<file path="src/rtl/hazard_defs.sv">
// hazard_defs: constants shared by the hazard unit and its scoreboard bank.
package hazard_defs;

  // Default register index width (32 architectural registers).
  localparam int AW_DEF = 5;

  // E-stage forwarding mux selects.
  typedef enum logic [1:0] {
    FWD_REG = 2'b00,
    FWD_W   = 2'b01,
    FWD_M   = 2'b10
  } fwd_sel_e;

endpackage

</file>
<file path="src/rtl/hazard_sb_bank.sv">
// hazard_sb_bank: one pending bit per register for long-latency writers.
// Set on issue, cleared on out-of-band completion, wiped by flush.
// Three lookup ports let the D stage check rs, rt and its destination at once.
module hazard_sb_bank
  import hazard_defs::*;
#(
  parameter int AW = AW_DEF,
  localparam int NREG = 1 << AW,
  localparam int CW = $clog2(NREG + 1)
) (
  input  logic                clk,
  input  logic                resetn,
  input  logic                set_valid,
  input  logic [AW-1:0]       set_reg,
  input  logic                clr_valid,
  input  logic [AW-1:0]       clr_reg,
  input  logic                flush,
  input  logic [2:0][AW-1:0]  rd_idx,
  output logic [2:0]          rd_pend,
  output logic [CW-1:0]       pend_cnt
);

  logic [NREG-1:0] pend;
  logic [NREG-1:0] pend_next;
  logic [CW-1:0]   cnt_next;
  logic            do_set;
  logic            do_clr;

  // Qualify set/clear; a set to the register completing this cycle is a new writer.
  always_comb begin
    do_clr = clr_valid && (clr_reg != '0) && pend[clr_reg] && !flush;
    do_set = set_valid && (set_reg != '0) && !flush &&
             (!pend[set_reg] || (do_clr && (clr_reg == set_reg)));
  end

  // Next pending vector and count: clear first so a same-register set wins.
  always_comb begin
    pend_next = pend;
    cnt_next  = pend_cnt;
    if (flush) begin
      pend_next = '0;
      cnt_next  = '0;
    end else begin
      if (do_clr) pend_next[clr_reg] = 1'b0;
      if (do_set) pend_next[set_reg] = 1'b1;
      cnt_next = pend_cnt + CW'(do_set) - CW'(do_clr);
    end
  end

  // Pending state and its population count.
  always_ff @(posedge clk or negedge resetn) begin
    if (!resetn) begin
      pend     <= '0;
      pend_cnt <= '0;
    end else begin
      pend     <= pend_next;
      pend_cnt <= cnt_next;
    end
  end

  // Lookup ports; register 0 is never set so it always reads clear.
  for (genvar gi = 0; gi < 3; gi++) begin : g_rd
    assign rd_pend[gi] = pend[rd_idx[gi]];
  end

  // Issue to a still-pending register, or completion of a non-pending one, is illegal.
  always @(posedge clk) begin
    if (resetn && !flush) begin
      assert (!(set_valid && set_reg != '0 && pend[set_reg] &&
                !(clr_valid && clr_reg == set_reg)));
      assert (!(clr_valid && clr_reg != '0 && !pend[clr_reg]));
    end
  end

endmodule

</file>
<file path="src/rtl/hazard_scoreboard.sv">
// hazard_scoreboard: forwarding selects, load-use/branch/scoreboard stalls
// and exception flush for the 5-stage core.
// Optional HAZARD_PERF_EN adds saturating stall/flush perf counters.
module hazard_scoreboard
  import hazard_defs::*;
#(
  parameter int AW = AW_DEF
`ifdef HAZARD_PERF_EN
  ,
  parameter int CNT_W = 32
`endif
) (
  input  logic                        clk,
  input  logic                        resetn,
  input  logic [AW-1:0]               rsD,
  input  logic [AW-1:0]               rtD,
  input  logic [AW-1:0]               writeregD,
  input  logic                        regwriteD,
  input  logic                        branchD,
  input  logic [AW-1:0]               rsE,
  input  logic [AW-1:0]               rtE,
  input  logic [AW-1:0]               writeregE,
  input  logic                        regwriteE,
  input  logic                        memtoregE,
  input  logic                        longE,
  input  logic [AW-1:0]               writeregM,
  input  logic                        regwriteM,
  input  logic                        memtoregM,
  input  logic [AW-1:0]               writeregW,
  input  logic                        regwriteW,
  input  logic                        cplt_valid,
  input  logic [AW-1:0]               cplt_reg,
  input  logic                        flush_i,
  output logic                        forwardaD,
  output logic                        forwardbD,
  output logic [1:0]                  forwardaE,
  output logic [1:0]                  forwardbE,
  output logic                        stallF,
  output logic                        stallD,
  output logic                        stallE,
  output logic                        flushD,
  output logic                        flushE,
  output logic                        flushM,
  output logic [$clog2((1<<AW)+1)-1:0] pend_cnt
`ifdef HAZARD_PERF_EN
  ,
  output logic [CNT_W-1:0]            stall_cyc,
  output logic [CNT_W-1:0]            flush_cnt
`endif
);

  logic [2:0] rd_pend;
  logic       issue;
  logic       lwstall;
  logic       brstall;
  logic       sbstall;
  logic       stall_any;

  assign issue = longE && regwriteE && (writeregE != '0) && !flush_i;

  hazard_sb_bank #(.AW(AW)) u_bank (
    .clk       (clk),
    .resetn    (resetn),
    .set_valid (issue),
    .set_reg   (writeregE),
    .clr_valid (cplt_valid),
    .clr_reg   (cplt_reg),
    .flush     (flush_i),
    .rd_idx    ({writeregD, rtD, rsD}),
    .rd_pend   (rd_pend),
    .pend_cnt  (pend_cnt)
  );

  // Forwarding: M beats W, never forward register 0; D-stage forwards from M only.
  always_comb begin
    forwardaE = FWD_REG;
    forwardbE = FWD_REG;
    if (rsE != '0 && regwriteM && writeregM == rsE)      forwardaE = FWD_M;
    else if (rsE != '0 && regwriteW && writeregW == rsE) forwardaE = FWD_W;
    if (rtE != '0 && regwriteM && writeregM == rtE)      forwardbE = FWD_M;
    else if (rtE != '0 && regwriteW && writeregW == rtE) forwardbE = FWD_W;
    forwardaD = (rsD != '0) && regwriteM && (writeregM == rsD);
    forwardbD = (rtD != '0) && regwriteM && (writeregM == rtD);
  end

  // Stall sources; flush overrides stall so the faulting bubble drains.
  always_comb begin
    lwstall = memtoregE && (rtE != '0) && (rtE == rsD || rtE == rtD);
    brstall = branchD &&
              ((regwriteE && writeregE != '0 && (writeregE == rsD || writeregE == rtD)) ||
               (memtoregM && writeregM != '0 && (writeregM == rsD || writeregM == rtD)));
    sbstall = rd_pend[0] || rd_pend[1] || (regwriteD && rd_pend[2]);
    stall_any = (lwstall || brstall || sbstall) && !flush_i;
    stallF = stall_any;
    stallD = stall_any;
    stallE = stall_any;
    flushE = stall_any || flush_i;
    flushD = flush_i;
    flushM = flush_i;
  end

`ifdef HAZARD_PERF_EN
  // Saturating perf counters for stalled and flushed cycles.
  always_ff @(posedge clk or negedge resetn) begin
    if (!resetn) begin
      stall_cyc <= '0;
      flush_cnt <= '0;
    end else begin
      if (stall_any && stall_cyc != '1) stall_cyc <= stall_cyc + CNT_W'(1);
      if (flush_i && flush_cnt != '1)   flush_cnt <= flush_cnt + CNT_W'(1);
    end
  end
`endif

endmodule

</file>
<file path="config.mk">
export PLATFORM = sky130hd
export DESIGN_NAME = hazard_scoreboard
export DESIGN_NICKNAME = d
export VERILOG_FILES = /design/src/rtl/hazard_defs.sv /design/src/rtl/hazard_sb_bank.sv /design/src/rtl/hazard_scoreboard.sv
export SDC_FILE = /design/constraint.sdc
export NUM_CORES = 1
export LEC_CHECK = 0
export BUFFER_PORTS_ARGS = -buffer_cell sky130_fd_sc_hd__clkbuf_2
export CAP_MARGIN = 10
export CORE_MARGIN = 2
export CORE_UTILIZATION = 50
export CTS_CLUSTER_SIZE = 20
export DETAILED_ROUTE_END_ITERATION = 10
export PLACE_DENSITY = 0.72
export SLEW_MARGIN = 10
export SYNTH_ARGS = -nofsm -noshare
export SYNTH_HDL_FRONTEND = slang
export SYNTH_HIERARCHICAL = 1
export SYNTH_SLANG_ARGS = --single-unit
</file>
<file path="constraint.sdc">
create_clock -name clk -period 3.75 [get_ports clk]
set_input_delay 0.5625 -clock clk [delete_from_list [all_inputs] [get_ports clk]]
set_output_delay 0.5625 -clock clk [all_outputs]
set_load 0.02 [all_outputs]
</file>
==> results.ini, run 1 <==
[setup_path]
rrSetupSlack_ps = 420
r2r-start = u_bank/pend[17]
startpoint = rtD[0]
cp_cell_sequence = clkbuf_2 -> mux4_2 -> mux4_2 -> mux2_2 -> a211o_1 -> a31oi_4 -> a31oi_1 -> clkbuf_2
worst-setup-path-type = in2out
crit_fanout = 12
crit_path_start_kind = primary input
critPathMaxStageDelay_ps = 570
crit_slowest_cell = mux4_2
cp.arrival_ps = 3030
required_ps = 3190
critPathCaptureType = output pin

[layout]
drive_above_1_share_pct = 30.6
final_nets = 576
final_cell_mix = clkbuf_2 (74), xnor2_1 (40), dfrtp_1 (38)
post-route-cell-area_mm2 = 0.00503
layout_commonest_cell = clkbuf_2
n_fill_cell = 771
area_growth_pct = 11.0
final_util_pct = 57.4
insertedDiodeCount = 0

[grt]
met3_usage_pct = 7.38
grt-ovfl-total = 0
grt_pass1_vias = 4223
met1_usage_pct = 37.8
grt_usage_pct = 28.7
grt_start_max_net_pins = 39
use_met2_pct = 44.9
grt_pass1_wl_um = 22300
busiest_layer = met2
antenna_found_initial = 0

[routing]
drtAntennaViolNets = 0
wl_per_cell_um = 22.8
avgViaCountPerCell = 6.86
drc = 0
drt_wl_total_um = 14200
vias = 4258
first_iter_violations = 496
drt_pass1_iterations = 5

[clocking]
cts_made_buffers = 5
cts_hold_buf = 0
clk_latency_ps = 300
clkTransAtPathRegs_ps = 80
clockBufferDepth = 2
h-tree-depth = 2
cts_root_buf = clkbuf_8
post_cts_resized = 0
postCtsSetupRepairBufs = 0
clock_sinks = 38
cts_tree = yes

[placed_design]
place.gp.congestion = 0.950
place_hpwl_um = 10300
port_buffers = 74
dpl_cell_area_mm2 = 0.00494

[sta]
tightest_slew_ps = 1020
rsz0062_at_grt = no
fmax_ghz = 0.278
relSlewSlack_pct = 31.4
fin_setup_tns_ps = 0
final-hold-violation-count = 0
slew_violations = 0
min_period_ps = 3590
fin_worst_skew_ps = 9.82
hold_slack_ps = 431
finalCritPeriodShare_pct = 95.8
setup_violations = 0

[hold_path]
hp-class = in2async

[floorplanning]
ios = 75
initial_core_util_pct = 51.7
core_mm2 = 0.00876
row_count = 34
fp.dieArea_mm2 = 0.00984
fp.dieH_um = 99.2
die_w_um = 99.2

[synth]
synth_warnings = 6
postSynthAreaPerCell_um2 = 9.94
synth-async-reset-ratio_pct = 100
synth_top_flop_cell = dfrtp_1
syn_nets = 520
seq_area_frac_synth_pct = 21.0
synth_edf_count = 0
yosysUniqueCellTypes = 65
ys_seq_elements = 38
synthCells = 456
mappedNetlistArea_mm2 = 0.00453

[job]
max_cap_violations = 0

[run_status]
status = finished, final reports clean

[power_and_ir_drop]
irDropWorstVdd_uv = 246
cellPowerDensity_mw_per_mm2 = 246
power_mw = 1.24
power_leakage_nw = 2.06

## worst paths after layout
path	endpoint	cells after the start
worst max-delay path	stallF	8
worst min-delay path	u_bank/pend[7]	1
worst max register to register	u_bank/pend_cnt[5]	14
worst min register to register	u_bank/pend[0]	1
max in group asynchronous	u_bank/pend[10]	1
min in group clk	u_bank/pend[0]	1
## critical path: cells and delay by family
family	cells	cell delay, ps
compound gates	3	620
mux	3	1330
buf+inv	2	520
## sequential cells by signal, indices dropped and copies added, names as in the netlist
name and count:
u_bank/pend 32, u_bank/pend_cnt 6
## through the flow
stage	std cells	setup slack, ps
floorplan	456	24.8
global placement	613	-8.55
detailed placement	613	-61.8
CTS	621	134
global route	621	5.88
finish	621	156
## metal layers
layer | vias up | part of all wire, % | wire length, µm
met2 | 275 | 46 | 6480
met5 | - | 0 | 0
li1 | 1879 | - | -
met3 | 57 | 12 | 1650
met1 | 2047 | 38 | 5450
met4 | 0 | 4.2 | 598
## cell type report
type,count,area (µm²),area share [%]
Clock buffer,6,82.6,1.64
Sequential cell,38,951,18.9
Tap cell,108,135,2.69
Inverter,29,109,2.16
Clock inverter,2,12.5,0.249
Multi-Input combinational cell,341,3170,63.1
Timing Repair Buffer,97,568,11.3
## cell usage after synthesis, types with 4 or more instances
cell,count,area share [%]
a311oi_1,13,2.5
nand2_1,17,1.4
a41oi_1,9,1.7
mux2_2,10,2.5
or3b_1,7,1.4
mux4_2,30,15
o221ai_1,7,1.4
dfrtp_1,38,21
ha_1,6,1.7
nand4_1,12,1.7
clkbuf_1,21,1.7
a21oi_1,4,0.44
nor2b_1,4,0.55
or3_1,5,0.69
xor2_1,19,3.7
inv_1,26,2.2
nor3_1,13,1.4
nand3_1,10,1.1
mux2i_1,21,4.6
xnor2_1,40,7.7
and3_1,12,1.7
nor2_1,14,1.2
buf_4,9,1.5
buf_2,6,0.66
a32o_1,10,2.2
buf_6,9,2.2
nand3b_1,7,1.2
a31o_1,22,4.3
## logic make-up (layout without fill, tap and decap cells)
group	after synthesis	after routing	share of synthesized area, %
XOR/XNOR	59	59	11.4
multiplexers	61	61	22.0
flip-flops	38	38	21.0
AND/OR/NAND/NOR	120	120	15.8
AO/OA/AOI/OAI	94	94	18.7
adder cells (fa/ha/maj)	7	7	2.10
buffers and inverters	77	134	9.00
## power breakdown
part,switching [mW],total [mW],internal [mW]
Clock,0.154,0.302,0.148
Combinational,0.285,0.489,0.204
Sequential,0.0185,0.449,0.430
Power figures use the tool's default switching activity.
==> run 2: changes to the inputs <==
==> constraint.sdc (replaced) <==
create_clock -name clk -period 3.9 [get_ports clk]
set_input_delay 0.585 -clock clk [delete_from_list [all_inputs] [get_ports clk]]
set_output_delay 0.585 -clock clk [all_outputs]
set_load 0.02 [all_outputs]
==> run 2 against run 1 <==
  * Critical path depth is the same
  * Non-clock buffer count rose by 1
  * Via count is 0.49% higher
  * Sequential cell count did not move
  * Clock skew decreased by 5.5 ps
  * Die area did not move
  * Final cell count is 0.16% higher
  * First-iteration DRC count decreased by 20%
  * Sequential power down 4%
  * Largest cell class unchanged
==> results.ini, run 2 (synthesis results as in run 1) <==
[run_status]
status = finished, final reports clean  ; unchanged

[clocking]
postCtsSetupRepairBufs = 0  ; unchanged
cts_root_buf = clkbuf_8  ; unchanged
h-tree-depth = 2  ; unchanged
cts_made_buffers = 5  ; unchanged
cts_hold_buf = 0  ; unchanged
cts_tree = yes  ; unchanged
clock_sinks = 38  ; unchanged
clk_latency_ps = 290  ; was 300 ps
clkTransAtPathRegs_ps = 70  ; was 80 ps
post_cts_resized = 0  ; unchanged
clockBufferDepth = 2  ; unchanged

[sta]
tightest_slew_ps = 971  ; was 1020 ps
setup_violations = 0  ; unchanged
fmax_ghz = 0.274
setup_slack_ps = 248  ; was 156 ps
final-hold-violation-count = 0  ; unchanged
min_period_ps = 3650
fin_setup_tns_ps = 0  ; unchanged
relSlewSlack_pct = 34.7  ; was 31.4%
fin_worst_skew_ps = 4.27  ; was 9.82 ps
rsz0062_at_grt = no  ; unchanged
slew_violations = 0  ; unchanged
finalCritPeriodShare_pct = 93.6

[routing]
drc = 0  ; unchanged
drt_wl_total_um = 14200  ; about the same
met2_length_um = 6660  ; was 6480 µm
drtAntennaViolNets = 0  ; unchanged
top_layer_used = met4  ; unchanged
drt_pass1_iterations = 7  ; was 5
first_iter_violations = 399  ; was 496
wl_per_cell_um = 22.8  ; about the same
vias = 4279  ; was 4258
wl_met3_um = 1420  ; was 1650 µm
m1WireLength_um = 5720  ; was 5450 µm
avgViaCountPerCell = 6.88  ; was 6.86

[floorplanning]
initial_core_util_pct = 51.7  ; unchanged
fp.dieH_um = 99.2  ; unchanged
row_count = 34  ; unchanged
ios = 75  ; unchanged
fp.dieArea_mm2 = 0.00984  ; unchanged
core_mm2 = 0.00876  ; unchanged
die_w_um = 99.2  ; unchanged

[power_and_ir_drop]
p_clk_share_pct = 23.9  ; was 24.4%
irDropWorstVdd_uv = 272  ; was 246 µV
cellInternalPower_mw = 0.750  ; was 0.782 mW
p_seq_share_pct = 36.4  ; was 36.2%
p_sw_share_pct = 36.7  ; was 36.9%
cellPowerDensity_mw_per_mm2 = 237  ; was 246 mW/mm²
power_leakage_nw = 2.06  ; about the same
combPwrFrac_pct = 39.7  ; was 39.4%
netSwitchingPower_mw = 0.436  ; was 0.457 mW

[setup_path]
worst-setup-path-type = in2out  ; unchanged
crit_path_start_kind = primary input  ; unchanged
ff2ff_path_depth = 15  ; was 14
critPathCaptureType = output pin  ; unchanged
cp.arrival_ps = 3070  ; was 3030 ps
required_ps = 3310  ; was 3190 ps
crit_fanout = 12  ; unchanged

[layout]
largest_register_ffs = 32  ; unchanged
largest_register = u_bank/pend  ; unchanged
drive_above_1_share_pct = 30.5  ; was 30.6%
final_cell_mix = clkbuf_2 (74), xnor2_1 (40), dfrtp_1 (38)  ; unchanged
top_regs = u_bank/pend x32, u_bank/pend_cnt x6  ; unchanged
area_growth_pct = 10.5  ; was 11.0%
layout_commonest_cell = clkbuf_2  ; unchanged
final_nets = 577  ; was 576
insertedDiodeCount = 0  ; unchanged

[grt]
antenna_found_initial = 0  ; unchanged
grt-ovfl-total = 0  ; unchanged
grt_start_max_net_pins = 39  ; unchanged
grt_usage_pct = 29.1  ; was 28.7%
grt_pass1_wl_um = 22700  ; was 22300 µm
grt_pass1_vias = 4200  ; was 4223

[placed_design]
place_hpwl_um = 10400  ; was 10300 µm
dp_slack_ps = 146  ; was -61.8 ps
port_buffers = 74  ; unchanged
place.gp.congestion = 1.03  ; was 0.950

[job]
max_cap_violations = 0  ; unchanged

[hold_path]
hp-class = in2async  ; unchanged

[run 2: cell count changes in the layout (fill, tap and decap cells not counted)]
cell,delta
buf_4,+3
buf_12,-2
clkbuf_1,+1
clkinvlp_4,-1
[run 2: power by group through the flow]
stage | combinational, mW | clock [mW] | sequential, mW
5_1_grt | 0.515 | 0.307 | 0.435
3_5_place_dp | 0.465 | 0 | 0.438
3_3_place_gp | 0.454 | 0 | 0.439
4_1_cts | 0.468 | 0.289 | 0.432
2_1_floorplan | 0.310 | 0 | 0.457
6_report | 0.471 | 0.284 | 0.431
[run 2: through the flow]
step | util, % | instance area, µm² | power [mW] | hold slack [ps] | std cells
after detailed placement | 56.1 | 4920 | 0.904 | 596 | 614
after global routing | 57.2 | 5010 | 1.26 | 514 | 622
after global placement | 56.1 | 4920 | 0.894 | 597 | 614
after floorplan | - | 4530 | 0.767 | 289 | 456
final | 57.2 | 5010 | 1.19 | 436 | 622
after CTS | 57.2 | 5010 | 1.19 | 472 | 622
[run 2: layout make-up]
cell class / count / area, µm²
Fill cell: 792 / 3750
Sequential cell: 38 / 951
Multi-Input combinational cell: 341 / 3170
Clock buffer: 7 / 86.3
Timing Repair Buffer: 98 / 551
Tap cell: 108 / 135
Clock inverter: 1 / 5.00
Inverter: 29 / 109
[run 2: worst paths after layout]
path,start,endpoint,slack (ps)
worst max-delay path,rtD[0],stallF,250
worst min-delay path,resetn,u_bank/pend[17],440
worst max register to register,u_bank/pend[17],u_bank/pend_cnt[4],630
worst min register to register,u_bank/pend[0],u_bank/pend[0],630
max in group asynchronous,resetn,u_bank/pend[14],2870
min in group clk,u_bank/pend[0],u_bank/pend[0],630
[run 2: routing by layer]
layer,GRT usage (%),vias up
met4,8.75,0
met5,0,-
met1,40.1,2095
li1,-,1883
met2,46.7,262
met3,5.41,39
[run 2: worst max-delay path, cell delays in order]
cell	delay (ps)
clkbuf_2	350
mux4_2	560
mux4_2	480
mux2_2	270
a211o_1	340
a31oi_4	170
a31oi_1	130
clkbuf_2	190
